### src/rtl/mem_slot_sched.sv
// Time-slot scheduler for the shared 22-bit physical memory bus.
// Each mck cycle is granted to the Z80 (its own slot, the last phase of a
// Z80 clock) or to the LCD fetch engine. All bus strobes come straight
// from registers, and read data is captured for whichever side owned the cycle.
module mem_slot_sched #(
  parameter int NPH       = 3,
  parameter bit VID_STEAL = 1'b1
) (
  input  logic        mck,
  input  logic        rin_n,
  input  logic [21:0] za,
  input  logic        mrq_n,
  input  logic        crd_n,
  input  logic        clk_stop,
  input  logic        vid_req,
  input  logic [21:0] vid_addr,
  input  logic [7:0]  cdi,
  output logic        vid_ack,
  output logic        vid_rdy,
  output logic [7:0]  vid_data,
  output logic [7:0]  z80_dat,
  output logic        z80_clk,
  output logic [1:0]  phase,
  output logic [21:0] ma,
  output logic        ipce_n,
  output logic        irce_n,
  output logic        se1_n,
  output logic        se2_n,
  output logic        se3_n,
  output logic        roe_n,
  output logic        wrb_n
);

  localparam logic [1:0] LAST_PH = 2'(NPH - 1);

  typedef enum logic [1:0] {
    GNT_NONE = 2'd0,
    GNT_Z80  = 2'd1,
    GNT_VID  = 2'd2
  } gnt_t;

  gnt_t        gnt_reg;
  gnt_t        gnt_next;
  logic [1:0]  phase_next;
  logic        slot_next;
  logic [21:0] ma_next;
  logic [3:1]  se_hit;
  logic [4:0]  ce_next;   // {ipce, irce, se1, se2, se3}, active-low
  logic        roe_next;
  logic        wrb_next;

  // Phase advance: wrap at the Z80 slot; a stop request lets the counter
  // run on until it reaches 0 and then parks it there.
  always_comb begin
    phase_next = phase + 2'd1;
    if (clk_stop && phase == 2'd0) begin
      phase_next = 2'd0;
    end else if (phase == LAST_PH) begin
      phase_next = 2'd0;
    end
  end

  // Arbitration for the upcoming cycle: the Z80 always owns its slot; video
  // takes any other cycle, the idle Z80 slot when stealing is enabled, and
  // every cycle while the Z80 clock is stopped. A cycle already acked blocks
  // a re-grant so each request is served once.
  always_comb begin
    slot_next = (phase_next == LAST_PH);
    gnt_next  = GNT_NONE;
    if (slot_next && !clk_stop && !mrq_n) begin
      gnt_next = GNT_Z80;
    end else if (vid_req && !vid_ack && (!slot_next || VID_STEAL || clk_stop)) begin
      gnt_next = GNT_VID;
    end
  end

  // Address mux: an idle cycle keeps the previous address on the bus.
  always_comb begin
    case (gnt_next)
      GNT_Z80: ma_next = za;
      GNT_VID: ma_next = vid_addr;
      default: ma_next = ma;
    endcase
  end

  // Slot-card window hits, one per external slot (ma[21:20] = 1..3).
  genvar gi;
  generate
    for (gi = 1; gi < 4; gi++) begin : g_slot_hit
      assign se_hit[gi] = (ma_next[21:20] == 2'(gi));
    end
  endgenerate

  // Chip-enable and strobe decode for the upcoming cycle; only an owned
  // cycle may pull a strobe low, and video cycles are always reads.
  always_comb begin
    ce_next  = 5'b11111;
    roe_next = 1'b1;
    wrb_next = 1'b1;
    if (gnt_next != GNT_NONE) begin
      if (ma_next[21:20] == 2'b00) begin
        if (ma_next[19]) begin
          ce_next[3] = 1'b0;
        end else begin
          ce_next[4] = 1'b0;
        end
      end
      ce_next[2] = ~se_hit[1];
      ce_next[1] = ~se_hit[2];
      ce_next[0] = ~se_hit[3];
    end
    if (gnt_next == GNT_Z80) begin
      roe_next = crd_n;
      wrb_next = ~crd_n;
    end else if (gnt_next == GNT_VID) begin
      roe_next = 1'b0;
    end
  end

  // State and registered bus outputs; data is captured at the end of the
  // owned cycle, so a reset edge drops any access in flight.
  always_ff @(posedge mck) begin
    if (!rin_n) begin
      phase    <= 2'd0;
      gnt_reg  <= GNT_NONE;
      ma       <= 22'd0;
      {ipce_n, irce_n, se1_n, se2_n, se3_n} <= 5'b11111;
      roe_n    <= 1'b1;
      wrb_n    <= 1'b1;
      vid_ack  <= 1'b0;
      vid_rdy  <= 1'b0;
      z80_clk  <= 1'b0;
      vid_data <= 8'd0;
      z80_dat  <= 8'd0;
    end else begin
      phase    <= phase_next;
      gnt_reg  <= gnt_next;
      ma       <= ma_next;
      {ipce_n, irce_n, se1_n, se2_n, se3_n} <= ce_next;
      roe_n    <= roe_next;
      wrb_n    <= wrb_next;
      vid_ack  <= (gnt_next == GNT_VID);
      z80_clk  <= slot_next && !clk_stop;
      vid_rdy  <= (gnt_reg == GNT_VID);
      if (gnt_reg == GNT_VID) begin
        vid_data <= cdi;
      end
      if (gnt_reg == GNT_Z80 && !roe_n) begin
        z80_dat <= cdi;
      end
    end
  end

endmodule
### config.mk
export PLATFORM = sky130hd
export DESIGN_NAME = mem_slot_sched
export DESIGN_NICKNAME = d
export VERILOG_FILES = /design/src/rtl/mem_slot_sched.sv
export SDC_FILE = /design/constraint.sdc
export NUM_CORES = 1
export LEC_CHECK = 0
export CORE_UTILIZATION = 40
export CTS_BUF_LIST = sky130_fd_sc_hd__clkbuf_4 sky130_fd_sc_hd__clkbuf_8
export CTS_CLUSTER_SIZE = 25
export DETAILED_ROUTE_END_ITERATION = 10
export GPL_ROUTABILITY_DRIVEN = 0
export GPL_TIMING_DRIVEN = 1
export PLACE_DENSITY = 0.83
export SLEW_MARGIN = 25
export SYNTH_ARGS = -nofsm -noshare
export SYNTH_HDL_FRONTEND = slang
export SYNTH_SLANG_ARGS = --single-unit
export TNS_END_PERCENT = 100
### constraint.sdc
create_clock -name mck -period 2.29 [get_ports mck]
set_input_delay 0.458 -clock mck [delete_from_list [all_inputs] [get_ports mck]]
set_output_delay 0.458 -clock mck [all_outputs]
set_load 0.005 [all_outputs]
# Word-level counts from Yosys, hierarchy flattened
# Index checks and enable logic that the tools add are counted.
# Widths: inputs -> output; s select.
classes:
  mux: 9
  n_addsub: 1
  reduce_logical: 16
  eq_ne: 9
  bitwise: 4
ops:
  columns: ["operator", "count"]
  rows:
  - ["$pmux 22 s2", 1]
  - ["$eq 2x2->1 const B", 6]
  - ["$mux 2", 4]
  - ["$eq 2x1->1 const B", 3]
  - ["$logic_and 1x1->1", 5]
  - ["$logic_not 1->1", 4]
  - ["$logic_not 2->1", 2]
  - ["$mux 1", 4]
  - ["$not 1->1", 4]
  - ["$reduce_and 2->1", 2]
  - ["$reduce_bool 2->1", 2]
  - ["$reduce_and 3->1", 1]
  - ["$add 2x1->2 const B", 1]
word_totals:
  in_bits: 58
  regBits: 52
  word_cells: 55
  output_inout_bits: 50

# Logic depth before layout (Yosys ltp)
# Gate-level depths: netlist (run 1).
logic_depth:
  depth_word: 11
  ltp_mapped: 5
  mapped_depth_nobuf: 4

# Worst setup path before layout (run 1)
# Ideal clock, no wire load.
synth_path:
  kind: "in2reg"
  start: "input clk_stop"
  end: "register ipce_n"
  cell_stages: 4
  path_slack_ns: 0.457
  n_path_buf: 1
  required_time_ns: 2.163
  arrival_ns: 1.705
  cell_sequence: "or4b_1 buf_2 o32ai_2 or3b_1"
synth_between:
  elab_chain_cells: 10
  word_cells_on_any_way: 14
  classes_between: "3 x eq/ne; 4 x mux; 7 x reduce/logical"
synth_lines:
  columns: ["element", "line", "source"]
  rows:
  - ["start: declaration", "14", "input logic clk_stop,"]
  - ["$logic_and 1x1->1", "56", "if (clk_stop && phase == 2'd0) begin"]
  - ["$mux 2", "56", null]
  - ["$eq 2x2->1", "68", "slot_next = (phase_next == LAST_PH);"]
  - ["$logic_and 1x1->1 (*) (2 in series)", "70", "if (slot_next && !clk_stop && !mrq_n) begin"]
  - ["$mux 2 (*)", "70", null]
  - ["$eq 2x2->1 / $eq 2x1->1 (equally long branches)", "79", "case (gnt_next)"]
  - ["$pmux 22 s2", "79", null]
  - ["$logic_not 2->1", "101", "if (ma_next[21:20] == 2'b00) begin"]
  - ["$reduce_and 3->1 (no source line)", null, null]
  - ["end signal: assignment", "139", "{ipce_n, irce_n, se1_n, se2_n, se3_n} <= ce_next;"]
  - ["end: declaration", "25", "output logic ipce_n,"]
# Every way passes the cells marked *; elsewhere a longest branch is shown, timed or not.
# A chain may end at the register's enable or synchronous reset.

# Worst setup path in the final report (run 1)
# Same ends and word-level chain as after synthesis.

==> impl_metrics.json, run 1 <==
{
  "first_global_vias": 1778,
  "ys_seq_elements": 52,
  "place_hpwl_um": 3490,
  "antenna_left": 0,
  "ff2ff_path_depth": 3,
  "via_count": 1780,
  "rrSetupSlack_ns": 0.62,
  "cts_buffers": 5,
  "cp.arrival_ns": 2.11,
  "outcome": "complete, no violations",
  "reg.largest.list": "ma (22), vid_data (8), z80_dat (8)",
  "detail_route.iter0.violations": 88,
  "cts_buffer_depth": 2,
  "fmaxAchievable_ghz": 0.518,
  "area_growth_pct": 65.6,
  "slew_headroom_pct": 64.1,
  "ys.warnings.count": 0,
  "via_per_inst": 4.70,
  "clock_latency_ns": 0.29,
  "wirelength_um": 4670,
  "drc_errors": 0,
  "worstSetupStartpointType": "primary input",
  "clock-root-buffer": "clkbuf_8",
  "diodes": 0,
  "grt_max_degree": 44,
  "fin_crit_ns": 1.93,
  "pre_cts_ws_ns": 0.0537,
  "rsz0062_at_grt": "false",
  "setup_violations": 0,
  "cts_resized": 0,
  "syn_avg_cell_area_um2": 9.63,
  "worstSetupPathType": "in2reg",
  "grt_overflow": 0,
  "power.density_nw_per_um2": 590,
  "vdd_drop_max_mv": 0.346,
  "drv_cap": 0,
  "hp-class": "reg2reg",
  "die_h_um": 71.9,
  "clkTransAtPathRegs_ns": 0.09,
  "crit_end": "ipce_n",
  "core.rowCount": 25,
  "min_period_over_period_pct": 84.3,
  "tns_ns": 0,
  "cts_tree": "done",
  "reg2reg_from": "phase[0]",
  "setup_ws_ns": 0.359,
  "cp_max_fo": 3,
  "p_leak_nw": 1.21,
  "grt_first_pass_wirelength_um": 7790,
  "maxSlewViolCount": 0,
  "rr_endpoint": "ipce_n",
  "synthDistinctLibCells": 22,
  "dieArea_um2": 5170,
  "antenna_found_initial": 0,
  "coreArea_um2": 4720,
  "h-tree-depth": 2,
  "skew_ns": 0.00262,
  "cts_hold_buf": 0,
  "nets": 369,
  "endpoint_kind": "register",
  "pin_count": 108,
  "syn_nets": 261,
  "grt_usage_pct": 19.1,
  "die_x_um": 71.9,
  "largest_reg_flops": 22,
  "first_pass_iters": 4,
  "cts_sinks": 52,
  "cts_setup_buffers": 0,
  "worst-slew-pin-transition_ns": 0.537,
  "nFillCells": 379,
  "drive_above_1_share_pct": 6.09,
  "initial_utilization_pct": 41.4,
  "portBuffers": 107,
  "hold_viol": 0,
  "syn-cell-area_um2": 1950,
  "startpoint": "clk_stop",
  "largest-register": "ma",
  "required_ns": 2.47,
  "wl_per_cell_um": 12.3,
  "ys_seq_area_share_pct": 53.3,
  "synthCells": 203
}
worst max-delay path, cell delays in order:
cell and delay, ns:
clkdlybuf4s50_1 0.44, or4b_1 0.60, o32ai_2 0.24, or3b_1 0.37
placed cells by master, fill, tap and decap left out, types with 2 or more instances in the layout:
cell type	count
mux2i_1	30
a211oi_1	19
nand2_1	24
a21oi_1	10
nor3b_1	2
clkbuf_8	5
nand2b_1	3
clkdlybuf4s50_1	107
dfxtp_1	52
and2_1	2
o21ai_0	4
nor2_1	31
nor4b_1	2
buf_4	9
routing by layer:
| layer | global-route usage [%] | vias to the layer above | wire [um] |
|---|---|---|---|
| met3 | 6.81 | 6 | 416 |
| met4 | 5.01 | 0 | 44 |
| met5 | 0 | - | 0 |
| met1 | 22.5 | 782 | 1960 |
| li1 | - | 912 | - |
| met2 | 33.0 | 80 | 2250 |
kinds of logic after synthesis:
kind of cell / Yosys count / synth area share (%)
DFF: 52 / 53.3
muxes: 30 / 15.4
buffers and inverters: 16 / 3.26
AOI/OAI and AO/OA: 34 / 11.7
and+or+nand+nor: 71 / 16.4
report_power, final:
| group | switching, W | total, W | internal [W] |
|---|---|---|---|
| registers | 0.0000242 | 0.000974 | 0.000950 |
| logic | 0.000110 | 0.000325 | 0.000216 |
| clock network | 0.000273 | 0.000610 | 0.000336 |
Yosys cell counts (all sizes together):
cell     n  area (um^2)
dfxtp   52         1040
nor2    31          116
mux2i   30          300
nand2   24         90.1
a211oi  19          143
a21oi   10         50.1
clkbuf  10         37.5
buf      5         22.5
o21ai    4         20.0
nand2b   3         18.8
and2     2         12.5
nor2b    2         12.5
nor3b    2         15.0
nor4b    2         17.5
clkinv   1         3.75
nand3    1         5.00
nand3b   1         7.51
nor4     1         6.26
o32ai    1         16.3
or3b     1         8.76
or4b     1         10.0
layout make-up:
| cell class | count | area (um^2) | area share (%) |
|---|---|---|---|
| tap | 67 | 83.8 | 2.59 |
| multi-input combinational | 135 | 857 | 26.5 |
| inverter | 1 | 3.75 | 0.116 |
| sequential | 52 | 1040 | 32.2 |
| clock inverter | 2 | 35.0 | 1.08 |
| clock buffer | 6 | 76.3 | 2.36 |
| timing repair buffer | 116 | 1140 | 35.2 |
worst min-delay path by stage:
stage                startpoint  slack [ns]  depth (start not counted)     endpoint
floorplan           vid_data[0]        0.45                          2  vid_data[0]
global placement    vid_data[6]        0.44                          2  vid_data[6]
detailed placement  vid_data[2]        0.45                          2  vid_data[2]
CTS                 vid_data[2]        0.46                          2  vid_data[2]
global route        vid_data[5]        0.48                          2  vid_data[5]
finish              vid_data[2]        0.46                          2  vid_data[2]
stage by stage:
stage               util [%]  total power, W  hold WS (ns)  std cells  cell area, um^2
floorplan                  -         0.00110         0.453        203             1950
global placement        66.1         0.00132         0.443        371             3120
detailed placement      66.1         0.00132         0.450        371             3120
CTS                     68.5         0.00193         0.462        379             3240
global route            68.5         0.00200         0.484        379             3240
finish                  68.5         0.00191         0.460        379             3240
No activity file was read; power rests on OpenSTA's default activity.
==> inputs of run 2 (changes only) <==
--- a/config.mk
+++ b/config.mk
@@ -5,13 +5,13 @@
 export SDC_FILE = /design/constraint.sdc
 export NUM_CORES = 1
 export LEC_CHECK = 0
-export CORE_UTILIZATION = 40
+export CORE_UTILIZATION = 36
 export CTS_BUF_LIST = sky130_fd_sc_hd__clkbuf_4 sky130_fd_sc_hd__clkbuf_8
 export CTS_CLUSTER_SIZE = 25
 export DETAILED_ROUTE_END_ITERATION = 10
 export GPL_ROUTABILITY_DRIVEN = 0
 export GPL_TIMING_DRIVEN = 1
-export PLACE_DENSITY = 0.83
+export PLACE_DENSITY = 0.79
 export SLEW_MARGIN = 25
 export SYNTH_ARGS = -nofsm -noshare
 export SYNTH_HDL_FRONTEND = slang
==> constraint.sdc (replaced) <==
create_clock -name mck -period 1.55 [get_ports mck]
set_input_delay 0.31 -clock mck [delete_from_list [all_inputs] [get_ports mck]]
set_output_delay 0.31 -clock mck [all_outputs]
set_load 0.005 [all_outputs]
==> impl_metrics.json, run 2 (synthesized netlist as in run 1, its figures left out) <==
{
  "outcome": "complete, but fails checks",
  "violations": "setup timing",
  "maxSlewViolCount": 0,
  "via_count": 1808,
  "grt_overflow": 0,
  "ff2ff_path_depth": 3,
  "final_common_cell": "clkdlybuf4s50_1",
  "min_path_cells": 3,
  "setup_ws_ns": -0.0384,
  "tns_ns": -0.0715,
  "cts_sinks": 52,
  "worstSetupStartpointType": "register",
  "largest_reg_flops": 22,
  "dieArea_um2": 5730,
  "worstSetupPathType": "reg2reg",
  "p_leak_nw": 1.27,
  "detail_route.iter0.violations": 30,
  "endpoint_kind": "register",
  "h-tree-depth": 2,
  "grt_max_degree": 45,
  "drv_cap": 0,
  "cp.arrival_ns": 1.77,
  "antenna_found_initial": 0,
  "power_w": 0.00275,
  "skew_ns": 0.00685,
  "clkTransAtPathRegs_ns": 0.09,
  "coreArea_um2": 5170,
  "nFillCells": 455,
  "die_x_um": 75.7,
  "diodes": 0,
  "first_global_vias": 1777,
  "slew_headroom_pct": 63.0,
  "initial_utilization_pct": 37.8,
  "first_pass_iters": 4,
  "core.rowCount": 26,
  "portBuffers": 107,
  "setup_violations": 2,
  "fmaxAchievable_ghz": 0.630,
  "cp_max_fo": 3,
  "hp-class": "in2reg",
  "cts_tree": "done",
  "clock_latency_ns": 0.30,
  "wl_per_cell_um": 12.6,
  "grt_first_pass_wirelength_um": 7670,
  "dp_cells": 383,
  "min_period_over_period_pct": 102,
  "nets": 378,
  "drc_errors": 0,
  "pin_count": 108,
  "vdd_drop_max_mv": 0.368,
  "fin_crit_ns": 1.59,
  "rsz0062_at_grt": "true",
  "cts_buffer_depth": 2,
  "worst-slew-pin-transition_ns": 0.554,
  "clock-root-buffer": "clkbuf_8",
  "final_core_util_pct": 64.4,
  "place_hpwl_um": 3690,
  "finalNonFillerCells": 391,
  "power.density_nw_per_um2": 824,
  "wirelength_um": 4920,
  "grt_usage_pct": 17.8,
  "required_ns": 1.73,
  "antenna_left": 0,
  "hold_viol": 0,
  "cts_buffers": 5,
  "drive_above_1_share_pct": 10.3,
  "area_growth_pct": 70.5,
  "die_h_um": 75.7,
  "largest-register": "ma",
  "reg.largest.list": "ma (22), vid_data (8), z80_dat (8)",
  "via_per_inst": 4.62,
  "final_cell_mix": "clkdlybuf4s50_1, dfxtp_1, nor2_1"
}
## run 2: changes by cell type in the layout (fill, tap and decap cells not counted), sizes merged
cell	change
clkbuf	+1
buf	+9
bufinv	-1
dlygate4sd2	+3
clkinv	-1
clkinvlp	+1
clkdlybuf4s50	-3
## run 2: metal layers
metal | global-route usage [%] | up-vias | wire length (um)
li1 | - | 933 | -
met1 | 19.6 | 802 | 2090
met2 | 32.1 | 71 | 2370
met3 | 7.94 | 2 | 449
met4 | 3.09 | 0 | 13
met5 | 0 | - | 0
## run 2: worst max-delay path, cell delays in order, from the launching register on
cell and delay, ns:
dfxtp_1 0.32, or4b_4 0.55, o32ai_4 0.24, or3b_1 0.36
## run 2: cell type report
class	instances	area, um^2	share of cell area [%]
multi-input combinational	135	881	26.4
tap	70	87.6	2.63
inverter	1	3.75	0.113
sequential	52	1040	31.3
timing repair buffer	125	1220	36.6
clock buffer	7	90.1	2.70
clock inverter	1	7.51	0.225
## run 2: power breakdown
part | total (W) | internal [W] | switching, W
combinational | 0.000516 | 0.000340 | 0.000176
clock | 0.000791 | 0.000381 | 0.000410
sequential | 0.00144 | 0.00140 | 0.0000350
## run 2: per-stage QoR
step	area, um^2	hold WS, ns	worst slack, ns
final	3330	0.448	-0.0384
after global routing	3330	0.451	-0.122
after CTS	3310	0.431	-0.101
after detailed placement	3200	0.448	-0.611
after global placement	3200	0.442	-0.576
after floorplan	1950	0.372	-0.135
## run 2: timing repair
item / 4_1_cts / 5_1_grt
setup buffers: 0 / 0
gates resized for setup: 8 / 5
hold buffers: 0 / 0
setup endpoints to repair: 33 / 24
pin swaps: 2 / 2
cloned: 0 / 0
## run 2: final timing paths
check             slack, ns           to   startpoint
setup / recovery      -0.04       ipce_n     phase[1]
hold / removal         0.45     phase[0]     clk_stop
setup reg to reg      -0.04       ipce_n     phase[1]
hold reg to reg        0.46  vid_data[7]  vid_data[7]
==> inputs of run 3 (changes only) <==
--- a/config.mk
+++ b/config.mk
@@ -7,10 +7,12 @@
 export LEC_CHECK = 0
 export CORE_UTILIZATION = 36
 export CTS_BUF_LIST = sky130_fd_sc_hd__clkbuf_4 sky130_fd_sc_hd__clkbuf_8
+export CTS_CLUSTER_DIAMETER = 150
 export CTS_CLUSTER_SIZE = 25
 export DETAILED_ROUTE_END_ITERATION = 10
 export GPL_ROUTABILITY_DRIVEN = 0
 export GPL_TIMING_DRIVEN = 1
+export MAX_ROUTING_LAYER = met4
 export PLACE_DENSITY = 0.79
 export SLEW_MARGIN = 25
 export SYNTH_ARGS = -nofsm -noshare
==> impl_metrics.json, run 3 (synthesized netlist as in run 1, its figures left out) <==
{
  "outcome": "complete, but fails checks",
  "violations": "setup timing",
  "hold_viol": 0,
  "p_sw_share_pct": 22.6,
  "cts_buffers": 5,
  "antenna_found_initial": 0,
  "rsz0062_at_grt": "true",
  "cp_max_fo": 3,
  "initial_utilization_pct": 37.8,
  "diodes": 0,
  "rrSetupSlack_ns": -0.04,
  "largest-register": "ma",
  "grt_max_degree": 45,
  "final_cell_mix": "clkdlybuf4s50_1, dfxtp_1, nor2_1",
  "fin_crit_ns": 1.59,
  "clock_power_share_pct": 28.8,
  "h-tree-depth": 2,
  "final_common_cell": "clkdlybuf4s50_1",
  "cts_buffer_depth": 2,
  "cp.arrival_ns": 1.77,
  "coreArea_um2": 5170,
  "largest_reg_flops": 22,
  "clkTransAtPathRegs_ns": 0.09,
  "cpPeakStageDelay_ns": 0.55,
  "clock_latency_ns": 0.30,
  "core.rowCount": 26,
  "worstSetupPathType": "reg2reg",
  "internal_power_w": 0.00212,
  "p_comb_share_pct": 18.8,
  "maxSlewViolCount": 0,
  "seq_power_share_pct": 52.4,
  "endpoint_kind": "register",
  "slew_headroom_pct": 63.1,
  "pin_count": 108,
  "fmaxAchievable_ghz": 0.629,
  "worst-slew-pin-transition_ns": 0.553,
  "nets": 378,
  "setup_ws_ns": -0.0403,
  "slowest_stage": "or4b_4",
  "cts_setup_buffers": 0,
  "tns_ns": -0.0738,
  "worstPathCellList": "or4b_4 > o32ai_4 > or3b_1",
  "via_count": 1811,
  "skew_ns": 0.00768,
  "dieArea_um2": 5730,
  "final_core_util_pct": 64.4,
  "clock-root-buffer": "clkbuf_8",
  "grt_overflow": 0,
  "drv_cap": 0,
  "via_per_inst": 4.63,
  "cts_tree": "done",
  "p_switching_w": 0.000621,
  "die_h_um": 75.7,
  "first_global_vias": 1779,
  "vdd_drop_max_mv": 0.368,
  "reg.largest.list": "ma (22), vid_data (8), z80_dat (8)",
  "place_hpwl_um": 3690,
  "setup_violations": 2,
  "ff2ff_path_depth": 3,
  "portBuffers": 107,
  "antenna_left": 0,
  "cts_sinks": 52,
  "worstSetupStartpointType": "register",
  "min_path_cells": 3,
  "wl_per_cell_um": 12.6,
  "area_growth_pct": 70.5,
  "die_x_um": 75.7,
  "min_period_over_period_pct": 103,
  "first_pass_iters": 4,
  "power.density_nw_per_um2": 824,
  "grt_first_pass_wirelength_um": 7660,
  "drc_errors": 0,
  "required_ns": 1.73,
  "drive_above_1_share_pct": 10.3,
  "grt_usage_pct": 18.4,
  "hp-class": "in2reg",
  "p_leak_nw": 1.27,
  "detail_route.iter0.violations": 34,
  "wirelength_um": 4930
}
-- run 3: final cells by class --
cell class / count / area [um^2]
timing repair buffer: 125 / 1220
sequential: 52 / 1040
clock inverter: 1 / 7.51
tap: 70 / 87.6
multi-input combinational: 135 / 881
fill: 455 / 1840
clock buffer: 7 / 90.1
inverter: 1 / 3.75
-- run 3: worst paths after layout --
kind / endpoint / from
worst min register to register: vid_data[7] / vid_data[7]
worst max register to register: ipce_n / phase[1]
worst min-delay path: phase[0] / clk_stop
worst max-delay path: ipce_n / phase[1]
-- run 3: power by group through the flow --
stage	Combinational, W	Clock [W]	Sequential, W
6_report	0.000515	0.000791	0.00144
5_1_grt	0.000562	0.000870	0.00145
4_1_cts	0.000517	0.000816	0.00144
3_5_place_dp	0.000512	0	0.00147
3_3_place_gp	0.000503	0	0.00147
2_1_floorplan	0.000159	0	0.00147
-- run 3: per-stage QoR --
stage                     instances  worst slack [ns]  power [W]  instance area [um^2]  hold WS [ns]
after floorplan                 203            -0.135    0.00163                  1950         0.372
after global placement          383            -0.576    0.00197                  3200         0.442
after detailed placement        383            -0.611    0.00198                  3200         0.448
after CTS                       391            -0.101    0.00277                  3310         0.431
after global routing            391            -0.122    0.00288                  3330         0.451
final                           391           -0.0403    0.00275                  3330         0.448
-- run 3: repair_timing --
item                                    4_1_cts  5_1_grt
endpoints found under the setup margin       33       24
resized for setup                             8        5
pin swaps                                     2        2
gates cloned                                  0        0
hold buffers                                  0        0
-- run 3: critical path, delay by kind of cell, from the launching register on --
family,cells,cell delay (ns)
DFF,1,0.32
AOI/OAI and AO/OA,1,0.24
and+or+nand+nor,2,0.91
-- run 3: routing by layer --
metal  global-route usage [%]  vias up  share of wire [%]
met2                     32.1       71                 48
met1                     20.6      802                 44
met3                     6.35        2                7.8
met5                        -        -                  0
li1                         -      936                  -
met4                     3.09        0               0.26
